===== config.mk =====
export PLATFORM = sky130hd
export DESIGN_NAME = mem_access_unit_flat
export DESIGN_NICKNAME = d
export VERILOG_FILES = /design/src/rtl/mem_access_unit_if.sv /design/src/rtl/mem_access_unit.sv /design/src/flat_wrapper.sv
export SDC_FILE = /design/constraint.sdc
export NUM_CORES = 1
export LEC_CHECK = 0
export BUFFER_PORTS_ARGS = -buffer_cell sky130_fd_sc_hd__buf_2
export CORE_MARGIN = 8
export CORE_UTILIZATION = 35
export DETAILED_ROUTE_END_ITERATION = 10
export PLACE_DENSITY_LB_ADDON = 0.05
export SLEW_MARGIN = 10
export SYNTH_ARGS = -nofsm -noshare
export SYNTH_HDL_FRONTEND = slang
export SYNTH_SLANG_ARGS = --single-unit

===== constraint.sdc =====
create_clock -name clk -period 2.4 [get_ports clk]
set_input_delay 0.48 -clock clk [delete_from_list [all_inputs] [get_ports clk]]
set_output_delay 0.48 -clock clk [all_outputs]
set_load 0.02 [all_outputs]

===== src/rtl/mem_access_unit_if.sv =====
// Memory bus between the LC-3b memory-stage access controller and the data memory.
// The controller is the master: it drives address, enables and write data, and
// the memory answers with read data and a completion strobe.
interface mem_access_unit_if;
  logic [15:0] mem_address;
  logic        mem_read;
  logic        mem_write;
  logic [1:0]  mem_byte_enable;
  logic [15:0] mem_wdata;
  logic [15:0] mem_rdata;
  logic        mem_resp;

  modport master (
    output mem_address,
    output mem_read,
    output mem_write,
    output mem_byte_enable,
    output mem_wdata,
    input  mem_rdata,
    input  mem_resp
  );

  modport slave (
    input  mem_address,
    input  mem_read,
    input  mem_write,
    input  mem_byte_enable,
    input  mem_wdata,
    output mem_rdata,
    output mem_resp
  );
endinterface


===== src/rtl/mem_access_unit.sv =====
// Memory-stage access controller for the pipelined LC-3b.
// Accepts LDW/LDB/LDI/STW/STB/STI/TRAP from EX/MEM, runs one or two memory
// transactions (two for the indirect forms), stalls the front of the pipeline
// until the access finishes and hands load/trap data to MEM/WB.
module mem_access_unit (
  input  logic               clk,
  input  logic               reset,
  input  logic               valid_in,
  input  logic [15:0]        ir_in,
  input  logic [15:0]        addr_in,
  input  logic [15:0]        store_data_in,
  mem_access_unit_if.master  mem,
  output logic               stall_out,
  output logic               wb_valid,
  output logic [15:0]        wb_data
);

  localparam logic [1:0] ST_IDLE     = 2'd0;
  localparam logic [1:0] ST_ACCESS   = 2'd1;
  localparam logic [1:0] ST_INDIRECT = 2'd2;
  localparam logic [1:0] ST_DONE     = 2'd3;

  localparam logic [3:0] OP_LDB  = 4'b0010;
  localparam logic [3:0] OP_STB  = 4'b0011;
  localparam logic [3:0] OP_LDW  = 4'b0110;
  localparam logic [3:0] OP_STW  = 4'b0111;
  localparam logic [3:0] OP_LDI  = 4'b1010;
  localparam logic [3:0] OP_STI  = 4'b1011;
  localparam logic [3:0] OP_TRAP = 4'b1111;

  logic [1:0]  state_reg, state_next;
  logic [3:0]  op_reg, op_next;
  logic        addr_lsb_reg, addr_lsb_next;
  logic [15:0] sr_reg, sr_next;
  logic [15:0] mem_address_reg, mem_address_next;
  logic        mem_read_reg, mem_read_next;
  logic        mem_write_reg, mem_write_next;
  logic [1:0]  mem_byte_enable_reg, mem_byte_enable_next;
  logic [15:0] mem_wdata_reg, mem_wdata_next;
  logic        wb_valid_reg, wb_valid_next;
  logic [15:0] wb_data_reg, wb_data_next;

  logic [3:0]  opcode;
  logic        accept;
  logic        unused_ir_bits;

  assign opcode = ir_in[15:12];
  // Only the opcode field matters here; the operand fields were consumed upstream.
  assign unused_ir_bits = ^ir_in[11:0];

  function automatic logic is_mem_op(input logic [3:0] op);
    return (op == OP_LDB) || (op == OP_STB) || (op == OP_LDW) || (op == OP_STW) ||
           (op == OP_LDI) || (op == OP_STI) || (op == OP_TRAP);
  endfunction

  function automatic logic is_load(input logic [3:0] op);
    return (op == OP_LDB) || (op == OP_LDW) || (op == OP_LDI) || (op == OP_TRAP);
  endfunction

  // LDB picks the addressed byte and sign-extends it; everything else is a full word.
  function automatic logic [15:0] load_result(input logic [3:0] op, input logic lsb,
                                              input logic [15:0] rdata);
    logic [7:0] byte_val;
    byte_val = lsb ? rdata[15:8] : rdata[7:0];
    if (op == OP_LDB) return {{8{byte_val[7]}}, byte_val};
    return rdata;
  endfunction

  assign accept = (state_reg == ST_IDLE) && valid_in && is_mem_op(opcode);

  // Hold the front of the pipeline while an op waits to start or is in flight.
  assign stall_out = accept || (state_reg == ST_ACCESS) || (state_reg == ST_INDIRECT);

  // Next-state and request/result computation for the access sequencer.
  always_comb begin
    state_next           = state_reg;
    op_next              = op_reg;
    addr_lsb_next        = addr_lsb_reg;
    sr_next              = sr_reg;
    mem_address_next     = mem_address_reg;
    mem_read_next        = mem_read_reg;
    mem_write_next       = mem_write_reg;
    mem_byte_enable_next = mem_byte_enable_reg;
    mem_wdata_next       = mem_wdata_reg;
    wb_valid_next        = 1'b0;
    wb_data_next         = wb_data_reg;

    case (state_reg)
      ST_IDLE: begin
        if (accept) begin
          // Latch the op so later changes on the forwarded inputs cannot disturb it.
          op_next          = opcode;
          addr_lsb_next    = addr_in[0];
          sr_next          = store_data_in;
          mem_address_next = {addr_in[15:1], 1'b0};
          state_next       = ST_ACCESS;
          case (opcode)
            OP_STW: begin
              mem_read_next        = 1'b0;
              mem_write_next       = 1'b1;
              mem_byte_enable_next = 2'b11;
              mem_wdata_next       = store_data_in;
            end
            OP_STB: begin
              mem_read_next        = 1'b0;
              mem_write_next       = 1'b1;
              mem_byte_enable_next = addr_in[0] ? 2'b10 : 2'b01;
              mem_wdata_next       = {store_data_in[7:0], store_data_in[7:0]};
            end
            default: begin
              // Loads, TRAP vector fetch and the pointer fetch of LDI/STI.
              mem_read_next        = 1'b1;
              mem_write_next       = 1'b0;
              mem_byte_enable_next = 2'b11;
            end
          endcase
        end
      end

      ST_ACCESS: begin
        if (mem.mem_resp) begin
          if ((op_reg == OP_LDI) || (op_reg == OP_STI)) begin
            // The returned word is the pointer; launch the real access right away.
            mem_address_next     = {mem.mem_rdata[15:1], 1'b0};
            mem_byte_enable_next = 2'b11;
            mem_read_next        = (op_reg == OP_LDI);
            mem_write_next       = (op_reg == OP_STI);
            if (op_reg == OP_STI) mem_wdata_next = sr_reg;
            state_next = ST_INDIRECT;
          end else begin
            mem_read_next  = 1'b0;
            mem_write_next = 1'b0;
            if (is_load(op_reg)) begin
              wb_data_next  = load_result(op_reg, addr_lsb_reg, mem.mem_rdata);
              wb_valid_next = 1'b1;
            end
            state_next = ST_DONE;
          end
        end
      end

      ST_INDIRECT: begin
        if (mem.mem_resp) begin
          mem_read_next  = 1'b0;
          mem_write_next = 1'b0;
          if (is_load(op_reg)) begin
            wb_data_next  = load_result(op_reg, addr_lsb_reg, mem.mem_rdata);
            wb_valid_next = 1'b1;
          end
          state_next = ST_DONE;
        end
      end

      ST_DONE: begin
        // One release cycle so the pipeline advances before a new op is taken.
        state_next = ST_IDLE;
      end

      default: state_next = ST_IDLE;
    endcase
  end

  // State and registered outputs; reset drops any outstanding request.
  always_ff @(posedge clk) begin
    if (reset) begin
      state_reg           <= ST_IDLE;
      op_reg              <= 4'h0;
      addr_lsb_reg        <= 1'b0;
      sr_reg              <= 16'h0000;
      mem_address_reg     <= 16'h0000;
      mem_read_reg        <= 1'b0;
      mem_write_reg       <= 1'b0;
      mem_byte_enable_reg <= 2'b00;
      mem_wdata_reg       <= 16'h0000;
      wb_valid_reg        <= 1'b0;
      wb_data_reg         <= 16'h0000;
    end else begin
      state_reg           <= state_next;
      op_reg              <= op_next;
      addr_lsb_reg        <= addr_lsb_next;
      sr_reg              <= sr_next;
      mem_address_reg     <= mem_address_next;
      mem_read_reg        <= mem_read_next;
      mem_write_reg       <= mem_write_next;
      mem_byte_enable_reg <= mem_byte_enable_next;
      mem_wdata_reg       <= mem_wdata_next;
      wb_valid_reg        <= wb_valid_next;
      wb_data_reg         <= wb_data_next;
    end
  end

  assign mem.mem_address     = mem_address_reg;
  assign mem.mem_read        = mem_read_reg;
  assign mem.mem_write       = mem_write_reg;
  assign mem.mem_byte_enable = mem_byte_enable_reg;
  assign mem.mem_wdata       = mem_wdata_reg;
  assign wb_valid            = wb_valid_reg;
  assign wb_data             = wb_data_reg;

endmodule

===== src/flat_wrapper.sv =====
// flat-port wrapper written by rule: the top's interface ports become plain ports
module mem_access_unit_flat 
  (clk, reset, valid_in, ir_in, addr_in, store_data_in, stall_out, wb_valid, wb_data, mem_mem_address, mem_mem_read, mem_mem_write, mem_mem_byte_enable, mem_mem_wdata, mem_mem_rdata, mem_mem_resp);
  mem_access_unit_if mem_i ();
  input  logic clk;
  input  logic reset;
  input  logic valid_in;
  input  logic [15:0] ir_in;
  input  logic [15:0] addr_in;
  input  logic [15:0] store_data_in;
  output logic stall_out;
  output logic wb_valid;
  output logic [15:0] wb_data;
  output wire logic [$bits(mem_i.mem_address)-1:0] mem_mem_address;
  output wire logic [$bits(mem_i.mem_read)-1:0] mem_mem_read;
  output wire logic [$bits(mem_i.mem_write)-1:0] mem_mem_write;
  output wire logic [$bits(mem_i.mem_byte_enable)-1:0] mem_mem_byte_enable;
  output wire logic [$bits(mem_i.mem_wdata)-1:0] mem_mem_wdata;
  input wire logic [$bits(mem_i.mem_rdata)-1:0] mem_mem_rdata;
  input wire logic [$bits(mem_i.mem_resp)-1:0] mem_mem_resp;
  assign mem_mem_address = mem_i.mem_address;
  assign mem_mem_read = mem_i.mem_read;
  assign mem_mem_write = mem_i.mem_write;
  assign mem_mem_byte_enable = mem_i.mem_byte_enable;
  assign mem_mem_wdata = mem_i.mem_wdata;
  assign mem_i.mem_rdata = mem_mem_rdata;
  assign mem_i.mem_resp = mem_mem_resp;
  mem_access_unit u_core (.clk(clk), .reset(reset), .valid_in(valid_in), .ir_in(ir_in), .addr_in(addr_in), .store_data_in(store_data_in), .mem(mem_i), .stall_out(stall_out), .wb_valid(wb_valid), .wb_data(wb_data));
endmodule

==> results of run 1 <==
## metrics by stage
step / instance area (µm²) / setup slack [ps]
4_1_cts: 4460 / 119
5_1_grt: 4460 / 21.1
3_3_place_gp: 4240 / 218
2_1_floorplan: 3600 / 451
6_report: 4460 / 225
3_5_place_dp: 4240 / 144
## critical path, cell delays in order (launching register included)
cell     delay [ps]
dfxtp_1         340
inv_1           110
ha_2            220
buf_4           380
inv_2           200
o22ai_2         220
and2_1          210
buf_4           230
o221a_2         200
## power breakdown
part           internal [W]  total (W)  leakage (nW)  switching [W]
clock network      0.000588    0.00108         0.103       0.000495
logic              0.000966    0.00258          1.14        0.00162
registers           0.00154    0.00170         0.612       0.000162
total               0.00309    0.00537          1.85        0.00228
## worst paths after layout
path / from / end / slack [ps] / depth (start not counted)
worst min register to register: u_core.sr_reg[0] / u_core.sr_reg[0] / 460 / 2
worst max-delay path: u_core.state_reg[1] / u_core.mem.mem_byte_enable[0] / 230 / 8
worst max register to register: u_core.state_reg[1] / u_core.mem.mem_byte_enable[0] / 230 / 8
worst min-delay path: store_data_in[10] / u_core.sr_reg[10] / 370 / 3
## cells in the mapped netlist (all sizes together) (2+ instances only)
| cell | number | area share |
|---|---|---|
| nand3 | 8 | 0.015 |
| inv | 6 | 0.0062 |
| o22ai | 3 | 0.011 |
| o221a | 3 | 0.0094 |
| a21oi | 59 | 0.082 |
| a211oi | 18 | 0.039 |
| clkbuf | 14 | 0.015 |
| nand3b | 3 | 0.0062 |
| o2111ai | 17 | 0.041 |
| dfxtp | 75 | 0.42 |
| nand2 | 66 | 0.071 |
| nor2 | 16 | 0.017 |
| o21ai | 11 | 0.016 |
| and3 | 2 | 0.0035 |
| mux2i | 33 | 0.092 |
| o21bai | 2 | 0.0042 |
| ha | 4 | 0.014 |
| o311a | 2 | 0.0056 |
| nor3 | 2 | 0.0028 |
| buf | 18 | 0.034 |
| a311oi | 15 | 0.038 |
| or3 | 8 | 0.014 |
| nand4b | 2 | 0.0066 |
| a22oi | 2 | 0.0042 |
## kinds of logic after synthesis
logic type                 synth area share
and+or+nand+nor                       0.156
adders and majority gates            0.0139
DFF                                   0.417
AOI/OAI and AO/OA                     0.263
muxes                                0.0948
other                               0.00104
buffers and inverters                0.0548
## routing by layer
metal,track usage,up-vias,part of all wire
met2,0.232,104,0.44
met3,0.0441,6,0.054
met1,0.222,1569,0.50
met5,0,-,0
met4,0.0456,0,0.0083
li1,-,1690,-
## layout make-up
class | count | area, µm² | share of cell area
clock buffers | 10 | 128 | 0.0286
clock inverters | 6 | 88.8 | 0.0199
inverters | 6 | 22.5 | 0.00505
multi-input cells | 289 | 1910 | 0.429
flip-flops and latches | 75 | 1500 | 0.337
well taps | 136 | 170 | 0.0381
repair buffers | 121 | 638 | 0.143
## what timing repair did
action,in CTS,in global routing
resized for setup,0,2
setup endpoints to repair,0,17
hold buffers,0,0
==> results.ini, run 1 <==
[timing]
final_max_slew_viol_count = 0
holdWs_ps = 370
max_freq_ghz = 0.460
tightest_slew_ps = 703
final_hold_viol_count = 0
rsz0062_at_grt = no
tns_ps = 0
fin_crit_sh = 0.906
relSlewSlack = 0.531
finalSetupViolCount = 0
fin_skew_ps = 10.5
min_period_ps = 2170

[global_routing]
antenna_found_initial = 0
grt_max_degree = 62
grt_usage = 0.159
overflow = 0
grt_pass1_wl_um = 18000
grt_pass1_vias = 3261

[layout]
fin_util = 0.438
mostFrequentLayoutCells = buf_2, dfxtp_1, nand2_1, a21oi_1, mux2i_1
mostFrequentLayoutCell = buf_2
syn_to_final_growth_pct = 23.8
fin_cells = 643
layout-drive-gt1-share = 0.318
nets = 574
fillCellCount = 1070
antenna_cells = 0

[die]
fp.dieH_um = 117
dieArea_um2 = 13800
rows = 37
initial_core_util = 0.354
die-width_um = 117
io_pins = 122
core_area_um2 = 10200

[synthesis]
ys_async_sr_fraction = 0
synth_cell_types = 51
syn-mean-instance-area_um2 = 8.97
synth_nets = 474
syn_inst = 402
synth_top_flop_cell = dfxtp_1
netlist_area_um2 = 3600
synth_edf_count = 0
synth-warning-count = 0
seq_area_frac_synth = 0.417
ys_ff_latch = 75

[routing]
first_pass_iters = 4
drc = 0
wl_per_cell_um = 17.3
viasPerCell = 5.24
routed_wl_um = 11100
drtIter0Drc = 203
ant_nets = 0
vias = 3369

[setup_path]
end_kind = flop
crit_arrival_ps = 2470
start_kind = flop
cp_data_required_time_ps = 2690
critPathKind = flop to flop
critPathMaxFanout = 31

[power_and_ir_drop]
p_per_area_nw_per_um2 = 1200
total_power_w = 0.00537
p_leak_nw = 1.85
peakVddDrop_mv = 0.599

[placement]
gp_congestion = 0.738
placedCellCount = 627
dpl.hpwl_um = 8020
portBuffers = 108

[cts]
cts_tree = built
cts_buffers = 9
cts_setup_buffers = 0
cts_buffer_depth = 2
clkTransAtPathRegs_ps = 80
clock_sinks = 75
insertion_delay_ps = 350
clockRootBuffer = clkbuf_8
cts_max_level = 3

[run_status]
outcome = complete, no violations

[flow_run]
drv_cap = 0

[min_path]
min_path_type = input pin to flop

(Power assumes the default switching activity.)
==> inputs of run 2 (changes only) <==
- clock period: 2.4 -> 1.9 ns (I/O delays scaled with it)
==> results.ini, run 2 (synthesis results as in run 1) <==
[setup_path]
cp_data_required_time_ps = 1520  ; -1170 ps
crit_family = flip-flops
end_kind = output pin
r2r-start = u_core.state_reg[1]
crit_slowest_cell = dfxtp_2
timing.rr.end = u_core.mem.mem_address[3]
crit_arrival_ps = 1410  ; -1060 ps
cp-startpoint = u_core.state_reg[1]
r2r_cells = 8  ; unchanged
r2r_setup_slack_ps = 200  ; -30 ps
critPathMaxFanout = 4  ; -87%
crit_buf_inv = 2  ; -2
start_kind = flop
critPathKind = flop to output pin
worstPathCellList = inv_2 > ha_4 > and3_4 > nand2_2 > nand2_1 > buf_4
critical_path.max_stage_delay_ps = 360  ; -20 ps

[layout]
fin_cells = 651  ; +1.2%
nets = 582  ; +1.4%
stdcell_area_um2 = 4570  ; +2.5%
mostFrequentLayoutCells = buf_2, dfxtp_1, nand2_1, a21oi_1, mux2i_1
layout-drive-gt1-share = 0.338  ; +0.0203
syn_to_final_growth_pct = 26.9
fillCellCount = 1059  ; -1.0%
antenna_cells = 0  ; unchanged
mostFrequentLayoutCell = buf_2

[placement]
gp_congestion = 0.769  ; +4.3%
pre_cts_slack_ps = 73.5  ; -70.2 ps
dpl.hpwl_um = 8070  ; +0.64%
place_area_um2 = 4330  ; +2.1%
placedCellCount = 634  ; +1.1%
portBuffers = 108  ; unchanged

[min_path]
min_to = u_core.sr_reg[11]
min_from = store_data_in[11]
holdPathStages = 3  ; unchanged
min_path_type = input pin to flop

[cts]
clockRootBuffer = clkbuf_8
cts_max_level = 3  ; unchanged
clock_sinks = 75  ; unchanged
cts_tree = built
clkTransAtPathRegs_ps = 80  ; about the same
cts_hold_buf = 0  ; unchanged
cts_buffers = 9  ; unchanged
cts_buffer_depth = 2  ; unchanged
insertion_delay_ps = 340  ; about the same

[die]
io_pins = 122  ; unchanged
initial_core_util = 0.354  ; unchanged
fp.dieH_um = 117  ; unchanged
rows = 37  ; unchanged
dieArea_um2 = 13800  ; unchanged
core_area_um2 = 10200  ; unchanged
die-width_um = 117  ; unchanged

[run_status]
outcome = complete, no violations

[power_and_ir_drop]
p_per_area_nw_per_um2 = 1520  ; +26%
p_leak_nw = 1.90  ; +2.6%
peakVddDrop_mv = 0.597  ; -0.20%

[timing]
fin_crit_sh = 0.942
tns_ps = 0  ; unchanged
rsz0062_at_grt = no
relSlewSlack = 0.528  ; -0.00379
finalWorstSetupSlack_ps = 111  ; -114 ps
max_freq_ghz = 0.559
min_period_ps = 1790
final_max_slew_viol_count = 0  ; unchanged
fin_skew_ps = 7.85  ; -2.66 ps
tightest_slew_ps = 709  ; +5.68 ps
finalSetupViolCount = 0  ; unchanged
final_hold_viol_count = 0  ; unchanged

[global_routing]
grt_pass1_wl_um = 18000  ; about the same
antenna_found_initial = 0  ; unchanged
grt_pass1_vias = 3341  ; +2.5%
overflow = 0  ; unchanged
grt_max_degree = 62  ; unchanged
grt_usage = 0.157  ; -0.00154

[routing]
drc = 0  ; unchanged
routed_wl_um = 11200  ; +0.13%
first_pass_iters = 4  ; unchanged
viasPerCell = 5.18  ; -1.1%
wl_per_cell_um = 17.1  ; -1.1%
ant_nets = 0  ; unchanged
vias = 3374  ; +0.15%
drtIter0Drc = 216  ; +6.4%

[flow_run]
drv_cap = 0  ; unchanged

-- run 2: worst min-delay path, stage by stage --
cell     delay (ps)
buf_2           100
nand2_1          50
a21oi_1          50
-- run 2: report_power, final --
group / internal, W / switching (W)
sequential: 0.00195 / 0.000209
clock: 0.000642 / 0.000598
combinational: 0.00143 / 0.00211
-- run 2: area by class of cell --
type | instances | area, µm² | area share
clock inverter | 4 | 50.0 | 0.0109
multi-input combinational | 289 | 1940 | 0.424
timing repair buffer | 129 | 738 | 0.161
inverter | 6 | 22.5 | 0.00492
clock buffer | 12 | 145 | 0.0317
tap | 136 | 170 | 0.0372
sequential | 75 | 1510 | 0.329
-- run 2: metal layers --
| layer | up-vias | GRT usage | routed length [µm] |
|---|---|---|---|
| li1 | 1706 | - | - |
| met5 | - | 0 | 0 |
| met4 | 0 | 0.0568 | 119 |
| met3 | 11 | 0.0388 | 564 |
| met2 | 89 | 0.230 | 4900 |
| met1 | 1568 | 0.218 | 5570 |
-- run 2: stage by stage --
| step | total power [W] | util | hold slack [ps] |
|---|---|---|---|
| 4_1_cts | 0.00700 | 0.448 | 253 |
| 2_1_floorplan | 0.00456 | - | 436 |
| 3_5_place_dp | 0.00565 | 0.425 | 448 |
| 3_3_place_gp | 0.00562 | 0.425 | 442 |
| 5_1_grt | 0.00742 | 0.449 | 270 |
| 6_report | 0.00694 | 0.449 | 274 |
-- run 2: how the worst max path moves through the flow --
| stage | to | slack (ps) | depth (start not counted) |
|---|---|---|---|
| 2_1_floorplan | stall_out | 50 | 6 |
| 3_3_place_gp | stall_out | 90 | 6 |
| 3_5_place_dp | stall_out | 70 | 6 |
| 4_1_cts | stall_out | 10 | 6 |
| 5_1_grt | stall_out | 4 | 6 |
| 6_report | stall_out | 110 | 6 |
-- run 2: what timing repair did --
item	CTS	global route
setup buffers	1	0
gates resized for setup	7	5
gates cloned	0	0
pin swaps	1	0
setup endpoints to repair	1	1
==> inputs of run 3 (changes only) <==
- RECOVER_POWER: unset -> 100
==> results.ini, run 3 (synthesis results as in run 1) <==
[min_path]
min_to = u_core.sr_reg[11]
holdPathStages = 3  ; unchanged
min_from = store_data_in[11]
min_path_type = input pin to flop

[cts]
clock_sinks = 75  ; unchanged
cts_max_level = 3  ; unchanged
insertion_delay_ps = 340  ; about the same
cts_tree = built
cts_buffer_depth = 2  ; unchanged
cts_buffers = 9  ; unchanged
cts_hold_buf = 0  ; unchanged
clockRootBuffer = clkbuf_8
clkTransAtPathRegs_ps = 80  ; about the same

[die]
fp.dieH_um = 117  ; unchanged
core_area_um2 = 10200  ; unchanged
rows = 37  ; unchanged
dieArea_um2 = 13800  ; unchanged
io_pins = 122  ; unchanged
initial_core_util = 0.354  ; unchanged
die-width_um = 117  ; unchanged

[routing]
first_pass_iters = 6  ; +2
viasPerCell = 5.15  ; -0.68%
ant_nets = 0  ; unchanged
wl_per_cell_um = 17.1  ; -0.34%
drtIter0Drc = 232  ; +7.4%
vias = 3351  ; -0.68%
drc = 0  ; unchanged
routed_wl_um = 11100  ; -0.34%

[timing]
finalSetupViolCount = 0  ; unchanged
relSlewSlack = 0.534  ; +0.00641
tns_ps = 0  ; unchanged
final_max_slew_viol_count = 0  ; unchanged
rsz0062_at_grt = no
max_freq_ghz = 0.559  ; about the same
tightest_slew_ps = 699  ; -9.61 ps
fin_skew_ps = 7.44  ; -0.414 ps
min_period_ps = 1790  ; +0.587 ps
fin_crit_sh = 0.942  ; about the same
holdWs_ps = 275  ; +0.997 ps
final_hold_viol_count = 0  ; unchanged

[placement]
gp_congestion = 0.769  ; unchanged
dpl.hpwl_um = 8070  ; unchanged
portBuffers = 108  ; unchanged

[power_and_ir_drop]
seqPwrFrac = 0.316  ; +0.005
switchingPower_w = 0.00292  ; +0.24%
p_sw_frac = 0.425  ; +0.00562
clock_power_share = 0.181  ; +0.002
pwr-share-comb = 0.503  ; -0.007
p_per_area_nw_per_um2 = 1520  ; +0.40%
peakVddDrop_mv = 0.582  ; -2.6%
intPower_w = 0.00395  ; -2.0%
total_power_w = 0.00687  ; -1.1%
p_leak_nw = 1.68  ; -11%

[setup_path]
crit_arrival_ps = 1410  ; about the same
timing.rr.end = u_core.wb_data[3]
r2r_setup_slack_ps = 200  ; about the same
r2r-start = u_core.op_reg[1]
end_kind = output pin
critPathMaxFanout = 4  ; unchanged
r2r_cells = 4  ; -4
start_kind = flop
cp_data_required_time_ps = 1520  ; about the same
critPathKind = flop to output pin

[global_routing]
grt_max_degree = 62  ; unchanged
grt_pass1_vias = 3341  ; unchanged
grt_usage = 0.157  ; unchanged
grt_pass1_wl_um = 18000  ; unchanged
antenna_found_initial = 0  ; unchanged
overflow = 0  ; unchanged

[layout]
nets = 582  ; unchanged
syn_to_final_growth_pct = 25.0
antenna_cells = 0  ; unchanged
mostFrequentLayoutCells = dfxtp_1, nand2_1, a21oi_1, buf_2, clkbuf_1
layout-drive-gt1-share = 0.237  ; -0.101
fillCellCount = 1082  ; +2.2%
multiInputGateArea_um2 = 1940  ; unchanged
mostFrequentLayoutCell = dfxtp_1
seq_area_um2 = 1510  ; unchanged

[run_status]
outcome = complete, no violations

[flow_run]
drv_cap = 0  ; unchanged

## run 3: cell count changes in the layout (fill, tap and decap cells not counted)
cell,change
buf_2,-52
clkbuf_1,+52
buf_4,-1
clkbuf_2,+1
## run 3: timing repair
action	in CTS	in global routing
gates resized for setup	7	5
gates cloned	0	0
setup buffers	1	0
setup endpoints to repair	1	1
pin swaps	1	0
## run 3: final cells by class
type,instances,area share
clock buffers,12,0.0322
clock inverters,4,0.0111
inverters,6,0.00500
multi-input cells,289,0.431
flip-flops and latches,75,0.334
well taps,136,0.0378
repair buffers,129,0.149
## run 3: worst max path at each step
stage | from | to | slack [ps] | depth (start not counted)
2_1_floorplan | u_core.state_reg[0] | stall_out | 50 | 6
3_3_place_gp | u_core.state_reg[0] | stall_out | 90 | 6
3_5_place_dp | u_core.state_reg[0] | stall_out | 70 | 6
4_1_cts | u_core.state_reg[0] | stall_out | 10 | 6
5_1_grt | u_core.state_reg[1] | stall_out | 4 | 6
6_report | u_core.state_reg[1] | stall_out | 110 | 6
## run 3: worst max-delay path: stages, from the launching register on
cell	delay, ps
dfxtp_2	360
inv_2	80
ha_4	170
and3_4	170
nand2_2	80
nand2_1	50
buf_4	150
## run 3: power by group through the flow
stage / combinational [W] / sequential, W / clock [W]
final: 0.00345 / 0.00217 / 0.00124
after global routing: 0.00377 / 0.00222 / 0.00135
after CTS: 0.00355 / 0.00216 / 0.00129
after detailed placement: 0.00347 / 0.00218 / 0
after global placement: 0.00345 / 0.00217 / 0
after floorplan: 0.00203 / 0.00253 / 0
## run 3: routing by layer
layer	up-vias	global-route usage	wire length, µm	share of wire
met5	-	0	0	0
li1	1704	-	-	-
met1	1553	0.218	5610	0.50
met3	12	0.0388	508	0.046
met2	82	0.230	4860	0.44
met4	0	0.0568	132	0.012
## run 3: per-stage QoR
| stage | std cells | utilization | setup slack [ps] | area (µm²) |
|---|---|---|---|---|
| detailed placement | 634 | 0.425 | 73.5 | 4330 |
| global route | 651 | 0.442 | 4.13 | 4510 |
| finish | 651 | 0.442 | 110 | 4510 |
| CTS | 651 | 0.448 | 10.1 | 4560 |
| global placement | 634 | 0.425 | 90.9 | 4330 |
| floorplan | 402 | - | 50.9 | 3600 |
